**config.mk**
```make
export PLATFORM = sky130hd
export DESIGN_NAME = mem_port_arbiter
export DESIGN_NICKNAME = d
export VERILOG_FILES = /design/src/rtl/mem_port_arbiter.sv
export SDC_FILE = /design/constraint.sdc
export NUM_CORES = 1
export LEC_CHECK = 0
export BUFFER_PORTS_ARGS = -buffer_cell sky130_fd_sc_hd__buf_2
export CAP_MARGIN = 20
export CORE_MARGIN = 2
export CORE_UTILIZATION = 32
export CTS_CLUSTER_DIAMETER = 120
export CTS_CLUSTER_SIZE = 30
export DETAILED_ROUTE_END_ITERATION = 6
export PLACE_DENSITY = 0.67
export SKIP_LAST_GASP = 1
export SLEW_MARGIN = 10
export SYNTH_ARGS = -nofsm -noshare
export SYNTH_HDL_FRONTEND = slang
export SYNTH_SLANG_ARGS = --single-unit
export TNS_END_PERCENT = 30
```
**constraint.sdc**
```tcl
create_clock -name clock -period 7.71 [get_ports clock]
set_input_delay 2.313 -clock clock [delete_from_list [all_inputs] [get_ports clock]]
set_output_delay 2.313 -clock clock [all_outputs]
set_load 0.1 [all_outputs]
```
**src/rtl/mem_port_arbiter.sv**
```systemverilog
// Arbitrates a single-ported, variable-latency memory between the fetch (I) and data (D) ports.
// D has priority, a saturating burst counter forces a waiting fetch through, and a watchdog aborts stuck accesses.
module mem_port_arbiter #(
  parameter int ADDR_W      = 32,
  parameter int DATA_W      = 32,
  parameter int MAX_D_BURST = 4,
  parameter int TIMEOUT     = 255
) (
  input  logic              clock,
  input  logic              reset,
  input  logic              i_req,
  input  logic [ADDR_W-1:0] i_addr,
  output logic              i_ready,
  output logic [DATA_W-1:0] i_rdata,
  output logic              i_err,
  input  logic              d_req,
  input  logic              d_we,
  input  logic [ADDR_W-1:0] d_addr,
  input  logic [DATA_W-1:0] d_wdata,
  output logic              d_ready,
  output logic [DATA_W-1:0] d_rdata,
  output logic              d_err,
  output logic              mem_req,
  output logic              mem_we,
  output logic [ADDR_W-1:0] mem_addr,
  output logic [DATA_W-1:0] mem_wdata,
  input  logic              mem_ack,
  input  logic [DATA_W-1:0] mem_rdata
);

  typedef enum logic [1:0] {
    IDLE   = 2'd0,
    BUSY_I = 2'd1,
    BUSY_D = 2'd2
  } state_t;

  localparam int                 BURST_W   = (MAX_D_BURST > 0) ? $clog2(MAX_D_BURST + 1) : 1;
  localparam logic [BURST_W-1:0] BURST_MAX = BURST_W'(MAX_D_BURST);
  localparam logic [15:0]        WAIT_LAST = 16'(TIMEOUT - 1);

  state_t              state_reg, state_next;
  logic [BURST_W-1:0]  burst_cnt_reg, burst_cnt_next;
  logic [15:0]         wait_cnt_reg, wait_cnt_next;
  logic                mem_req_reg, mem_req_next;
  logic                mem_we_reg, mem_we_next;
  logic [ADDR_W-1:0]   mem_addr_reg, mem_addr_next;
  logic [DATA_W-1:0]   mem_wdata_reg, mem_wdata_next;

  logic                busy_done;
  logic                busy_err;
  logic [DATA_W-1:0]   busy_rdata;
  logic                grant_i;

  always_ff @(posedge clock) begin
    if (!reset) begin
      state_reg     <= IDLE;
      burst_cnt_reg <= '0;
      wait_cnt_reg  <= '0;
      mem_req_reg   <= 1'b0;
      mem_we_reg    <= 1'b0;
      mem_addr_reg  <= '0;
      mem_wdata_reg <= '0;
    end else begin
      state_reg     <= state_next;
      burst_cnt_reg <= burst_cnt_next;
      wait_cnt_reg  <= wait_cnt_next;
      mem_req_reg   <= mem_req_next;
      mem_we_reg    <= mem_we_next;
      mem_addr_reg  <= mem_addr_next;
      mem_wdata_reg <= mem_wdata_next;
    end
  end

  always_comb begin
    state_next     = state_reg;
    burst_cnt_next = burst_cnt_reg;
    wait_cnt_next  = wait_cnt_reg;
    mem_req_next   = mem_req_reg;
    mem_we_next    = mem_we_reg;
    mem_addr_next  = mem_addr_reg;
    mem_wdata_next = mem_wdata_reg;
    busy_done      = 1'b0;
    busy_err       = 1'b0;
    busy_rdata     = '0;
    grant_i        = i_req && (!d_req || (burst_cnt_reg == BURST_MAX));

    case (state_reg)
      IDLE: begin
        if (!i_req) begin
          burst_cnt_next = '0;
        end
        if (grant_i) begin
          state_next     = BUSY_I;
          mem_req_next   = 1'b1;
          mem_we_next    = 1'b0;
          mem_addr_next  = i_addr;
          wait_cnt_next  = '0;
          burst_cnt_next = '0;
        end else if (d_req) begin
          state_next     = BUSY_D;
          mem_req_next   = 1'b1;
          mem_we_next    = d_we;
          mem_addr_next  = d_addr;
          mem_wdata_next = d_wdata;
          wait_cnt_next  = '0;
          // Only D grants that make a pending fetch wait count toward the burst.
          if (i_req && (burst_cnt_reg != BURST_MAX)) begin
            burst_cnt_next = burst_cnt_reg + BURST_W'(1);
          end
        end
      end
      BUSY_I, BUSY_D: begin
        if (mem_ack) begin
          busy_done  = 1'b1;
          busy_rdata = mem_rdata;
        end else if (wait_cnt_reg == WAIT_LAST) begin
          busy_done = 1'b1;
          busy_err  = 1'b1;
        end else begin
          wait_cnt_next = wait_cnt_reg + 16'd1;
        end
        if (busy_done) begin
          state_next   = IDLE;
          mem_req_next = 1'b0;
          mem_we_next  = 1'b0;
        end
      end
      default: begin
        state_next   = IDLE;
        mem_req_next = 1'b0;
        mem_we_next  = 1'b0;
      end
    endcase
  end

  // Completion is suppressed while reset is asserted so an abandoned access never reports.
  always_comb begin
    i_ready = 1'b0;
    i_err   = 1'b0;
    i_rdata = '0;
    d_ready = 1'b0;
    d_err   = 1'b0;
    d_rdata = '0;
    if (reset && busy_done) begin
      if (state_reg == BUSY_I) begin
        i_ready = 1'b1;
        i_err   = busy_err;
        i_rdata = busy_rdata;
      end else if (state_reg == BUSY_D) begin
        d_ready = 1'b1;
        d_err   = busy_err;
        d_rdata = busy_rdata;
      end
    end
  end

  assign mem_req   = mem_req_reg;
  assign mem_we    = mem_we_reg;
  assign mem_addr  = mem_addr_reg;
  assign mem_wdata = mem_wdata_reg;

endmodule

```
==> qor.yml, run 1 <==
cts:
  cts_buffer_depth: 2
  cts_tree: "built"
  htreeDepth: 3
  cts.sinks: 87
  cts_hold_buf: 0
  root_buffer: "clkbuf_16"
  clock_latency_ns: 0.33
  postCtsSetupRepairBufs: 0
  cts_buffers: 9
  cts_resized: 0
  clkTransAtPathRegs_ns: 0.05
floorplanning:
  core.rowCount: 43
  die_w_um: 122
  fp.coreArea_mm2: 0.0137
  die_h_um: 122
  ios: 268
  die_area_mm2: 0.0148
  initial_core_util: 0.324
worst_setup_path:
  critPathCaptureType: "primary output"
  rr_worst_depth: 6
  arrival_ns: 3.84
  reg2reg_slack_ns: 5.10
  startpoint_type: "input port"
  critical_path_class: "in -> out"
  critPathMaxFanout: 32
  required_ns: 5.40
timing:
  min_period_over_period: 0.798
  setup_viol: 0
  relSlewSlack: 0.356
  tightest_slew_ns: 0.967
  grt_setup_unrepaired: "false"
  timing.final.hold_violations: 0
  max_freq_ghz: 0.162
  fin_setup_tns_ns: 0
  finalCriticalPeriod_ns: 6.15
  final_max_slew_viol_count: 0
  skew_ns: 0.00702
detailed_routing:
  drc: 0
  wirelength_um: 14500
  wire_per_inst_um: 14.5
  drtIter0Drc: 354
  ant_nets: 0
  viasPerCell: 4.97
  first_pass_iters: 5
  routed-via-count: 4984
synth:
  ys.flop_type: "dfxtp_1"
  yosysSeqAreaShare: 0.392
  synth.most_common_cell: "nand2_1"
  yosysTopAreaCell: "dfxtp_1"
  yosys-top-cells-count: "nand2_1 (114), dfxtp_1 (87), and2_1 (64)"
  syn_inst: 577
  yosys-top-cells-area: "dfxtp_1 (39%), nand2_1 (9.6%), and2_1 (9.0%)"
  synth.avg_cell_area_um2: 7.70
  yosysUniqueCellTypes: 50
  synth_seq_cells: 87
  synth_fp_nets: 718
  synth_warnings: 0
  syn_area_mm2: 0.00444
  synth_edf_count: 0
  synthArstFlopShare: 0
  synth_top_area_frac: 0.392
cells_and_area:
  nFillCells: 1420
  seqCellArea_mm2: 0.00174
  drive_above_1_share: 0.366
  final_area_mm2: 0.00620
  stdcell_count: 1002
  final_nets: 957
  multi_input_area_mm2: 0.00250
  syn2layout_area_growth_pct: 39.6
pwr:
  cellPowerDensity_mw_per_mm2: 243
  p_leak_nw: 2.99
  total_power_mw: 1.51
  peakVddDrop_mv: 0.101
placed_design:
  port_buffers: 267
  dp_hpwl_um: 10600
  dp.cells: 985
  placed_area_mm2: 0.00589
  place_congestion: 0.880
global_route:
  antenna_found_initial: 4
  grt_pass1_wl_um: 21900
  grt_pass1_vias: 4354
  grt_max_degree: 75
  grt-ovfl-total: 0
  grt.total_usage: 0.184
hold_path:
  hold_depth: 2
  hold_class: "reg -> reg"
outcome:
  status: "finished, final reports clean"
flow_run:
  max_cap_violations: 0
-- placed cells by master, fill, tap and decap left out, drive strengths merged, types with 3 or more instances in the layout --
cell type | synthesis | routed
buf | 2 | 273
nand2 | 114 | 114
dfxtp | 87 | 87
and2 | 64 | 64
nor2 | 44 | 44
a21oi | 42 | 42
nand3 | 39 | 39
a311oi | 32 | 32
clkbuf | 43 | 12
inv | 11 | 11
nand4 | 9 | 9
ha | 7 | 7
or4 | 7 | 7
a31oi | 6 | 6
nor4 | 6 | 6
o211ai | 5 | 5
o21ai | 5 | 5
and3 | 4 | 4
a211oi | 4 | 4
nand4b | 3 | 3
or3 | 3 | 3
nor3 | 3 | 3
and4 | 3 | 3
o41ai | 3 | 3
o31ai | 3 | 3
-- cell families after synthesis --
group / share of synthesized area
buffers and inverters: 0.0490
adder cells (fa/ha/maj): 0.0197
flip-flops: 0.392
multiplexers: 0.00479
AND/OR/NAND/NOR: 0.349
AO/OA/AOI/OAI: 0.186
-- metal layers --
metal | vias to the layer above | wire length (µm) | share of wire | track usage
li1 | 2515 | - | - | -
met1 | 2225 | 6220 | 0.43 | 0.233
met2 | 228 | 7040 | 0.49 | 0.308
met3 | 14 | 1060 | 0.073 | 0.0407
met4 | 2 | 166 | 0.011 | 0.0647
met5 | - | 12 | 0.00083 | 0
-- critical path, cell delays in order --
cell and delay, ns:
buf_2 0.27, nand3_1 0.20, nor3b_2 0.20, buf_4 0.27, and2_1 0.17, buf_2 0.42
-- through the flow --
| stage | hold WS [ns] | utilization | setup WS [ns] |
|---|---|---|---|
| 2_1_floorplan | 0.451 | - | 0.686 |
| 3_3_place_gp | 0.441 | 0.430 | 1.61 |
| 3_5_place_dp | 0.443 | 0.430 | 1.58 |
| 4_1_cts | 0.452 | 0.452 | 1.57 |
| 5_1_grt | 0.467 | 0.452 | 1.42 |
| 6_report | 0.450 | 0.452 | 1.56 |
-- path summary, 6_finish.rpt --
| kind | startpoint | end |
|---|---|---|
| worst max-delay path | reset | d_rdata[24] |
| worst min-delay path | mem_wdata[13] | mem_wdata[13] |
| worst max register to register | state_reg[0] | wait_cnt_reg[12] |
| worst min register to register | mem_wdata[13] | mem_wdata[13] |
-- layout make-up --
type | instances | share of cell area
tap | 180 | 0.0363
sequential | 87 | 0.281
clock inverter | 3 | 0.0111
clock buffer | 12 | 0.0381
multi-input combinational | 434 | 0.404
antenna | 2 | 0.000807
timing repair buffer | 273 | 0.223
inverter | 11 | 0.00666
-- report_power, final --
part	internal, mW	switching, mW
clock network	0.283	0.168
logic	0.107	0.440
registers	0.491	0.0209
No activity file was read; power rests on OpenSTA's default activity.
==> run 2, diff against run 1 <==
--- a/config.mk
+++ b/config.mk
@@ -12,7 +12,7 @@
 export CTS_CLUSTER_DIAMETER = 120
 export CTS_CLUSTER_SIZE = 30
 export DETAILED_ROUTE_END_ITERATION = 6
-export PLACE_DENSITY = 0.67
+export PLACE_DENSITY = 0.7
 export SKIP_LAST_GASP = 1
 export SLEW_MARGIN = 10
 export SYNTH_ARGS = -nofsm -noshare
==> constraint.sdc (replaced) <==
create_clock -name clock -period 5.3 [get_ports clock]
set_input_delay 1.59 -clock clock [delete_from_list [all_inputs] [get_ports clock]]
set_output_delay 1.59 -clock clock [all_outputs]
set_load 0.1 [all_outputs]
==> run 2 against run 1 <==
Against the previous run:
- sequential power is 46% higher
- routed wire length grew 3.1%
- combinational power increased by 47%
- setup slack got worse by 1.0 ns
- worst hold slack barely moved
==> qor.yml, run 2 (same netlist as run 1, synthesis figures left out) <==
timing:
  finalCriticalPeriod_ns: 4.75
  setup_viol: 0
  max_freq_ghz: 0.211
  relSlewSlack: 0.332
  min_period_over_period: 0.896
  hold_ws_ns: 0.451
  final_max_slew_viol_count: 0
  timing.final.hold_violations: 0
  skew_ns: 0.00813
  tightest_slew_ns: 1.00
  grt_setup_unrepaired: "false"
cts:
  cts_tree: "built"
  root_buffer: "clkbuf_16"
  cts.sinks: 87
  clkTransAtPathRegs_ns: 0.06
  cts_buffer_depth: 2
  htreeDepth: 3
  cts_hold_buf: 0
  cts_buffers: 9
  cts_resized: 0
  postCtsSetupRepairBufs: 0
  clock_latency_ns: 0.33
outcome:
  status: "finished, final reports clean"
cells_and_area:
  stdcell_count: 1005
  syn2layout_area_growth_pct: 56.6
  drive_above_1_share: 0.371
  final_area_mm2: 0.00696
  final_common_cell: "buf_2"
  mostFrequentLayoutCells: "buf_2 (218), nand2_1 (114), dfxtp_1 (87)"
  final_nets: 958
hold_path:
  hold_class: "reg -> reg"
worst_setup_path:
  critPathMaxFanout: 32
  critPathCaptureType: "primary output"
  arrival_ns: 3.16
  required_ns: 3.71
  startpoint_type: "input port"
  critical_path_class: "in -> out"
detailed_routing:
  wire_per_inst_um: 14.9
  drc: 0
  first_pass_iters: 5
  routed-via-count: 5088
  wirelength_um: 15000
  drtIter0Drc: 266
  ant_nets: 0
  viasPerCell: 5.06
floorplanning:
  initial_core_util: 0.324
  die_h_um: 122
  fp.coreArea_mm2: 0.0137
  die_w_um: 122
  die_area_mm2: 0.0148
  ios: 268
  core.rowCount: 43
pwr:
  cellPowerDensity_mw_per_mm2: 317
  peakVddDrop_mv: 0.194
  p_leak_nw: 3.12
global_route:
  grt_pass1_wl_um: 22800
  grt_pass1_vias: 4544
  antenna_found_initial: 4
  grt.total_usage: 0.190
  grt_max_degree: 75
  grt-ovfl-total: 0
placed_design:
  port_buffers: 267
  dp_hpwl_um: 11100
  placed_area_mm2: 0.00664
  dp.cells: 986
  place_congestion: 0.887
flow_run:
  max_cap_violations: 0
run 2: cell count changes in the layout (fill, tap and decap cells not counted), sizes merged:
cell	change
clkinv	+1
clkbuf	-1
diode	+1
clkinvlp	+1
bufinv	-1
inv	+1
buf	+1
run 2: report_power, final:
part	internal, mW	total (mW)	switching [mW]
sequential	0.714	0.746	0.0318
combinational	0.164	0.806	0.642
clock	0.394	0.652	0.257
run 2: worst paths after layout:
check / startpoint / end / slack, ns / cells after the start
worst min register to register: mem_wdata[28] / mem_wdata[28] / 0.45 / 2
worst max-delay path: reset / d_rdata[30] / 0.55 / 6
worst max register to register: state_reg[1] / wait_cnt_reg[9] / 2.62 / 6
worst min-delay path: mem_wdata[28] / mem_wdata[28] / 0.45 / 2
run 2: critical path, stage by stage:
cell,delay (ns)
buf_2,0.27
nand3_1,0.21
nor3b_2,0.21
buf_4,0.28
and2_1,0.17
buf_2,0.42
run 2: metal layers:
metal / vias to the layer above / track usage / wire length [µm]
li1: 2525 / - / -
met1: 2318 / 0.244 / 6250
met2: 220 / 0.299 / 7140
met3: 25 / 0.0595 / 1270
met4: 0 / 0.0726 / 291
met5: - / 0 / 0
run 2: through the flow:
stage	util	total power, mW	setup TNS [ns]	setup slack, ns
after global placement	0.484	1.56	0	0.642
after CTS	0.507	2.23	0	0.551
after global routing	0.507	2.30	0	0.433
after floorplan	-	1.39	-0.554	-0.278
final	0.507	2.20	0	0.551
after detailed placement	0.484	1.57	0	0.561
run 2: layout make-up:
cell class	count	area [µm²]
flip-flops and latches	87	1740
inverters	11	41.3
well taps	180	225
fillers	1323	6760
repair buffers	274	2120
clock inverters	5	63.8
multi-input cells	434	2500
diodes	3	7.51
clock buffers	11	253
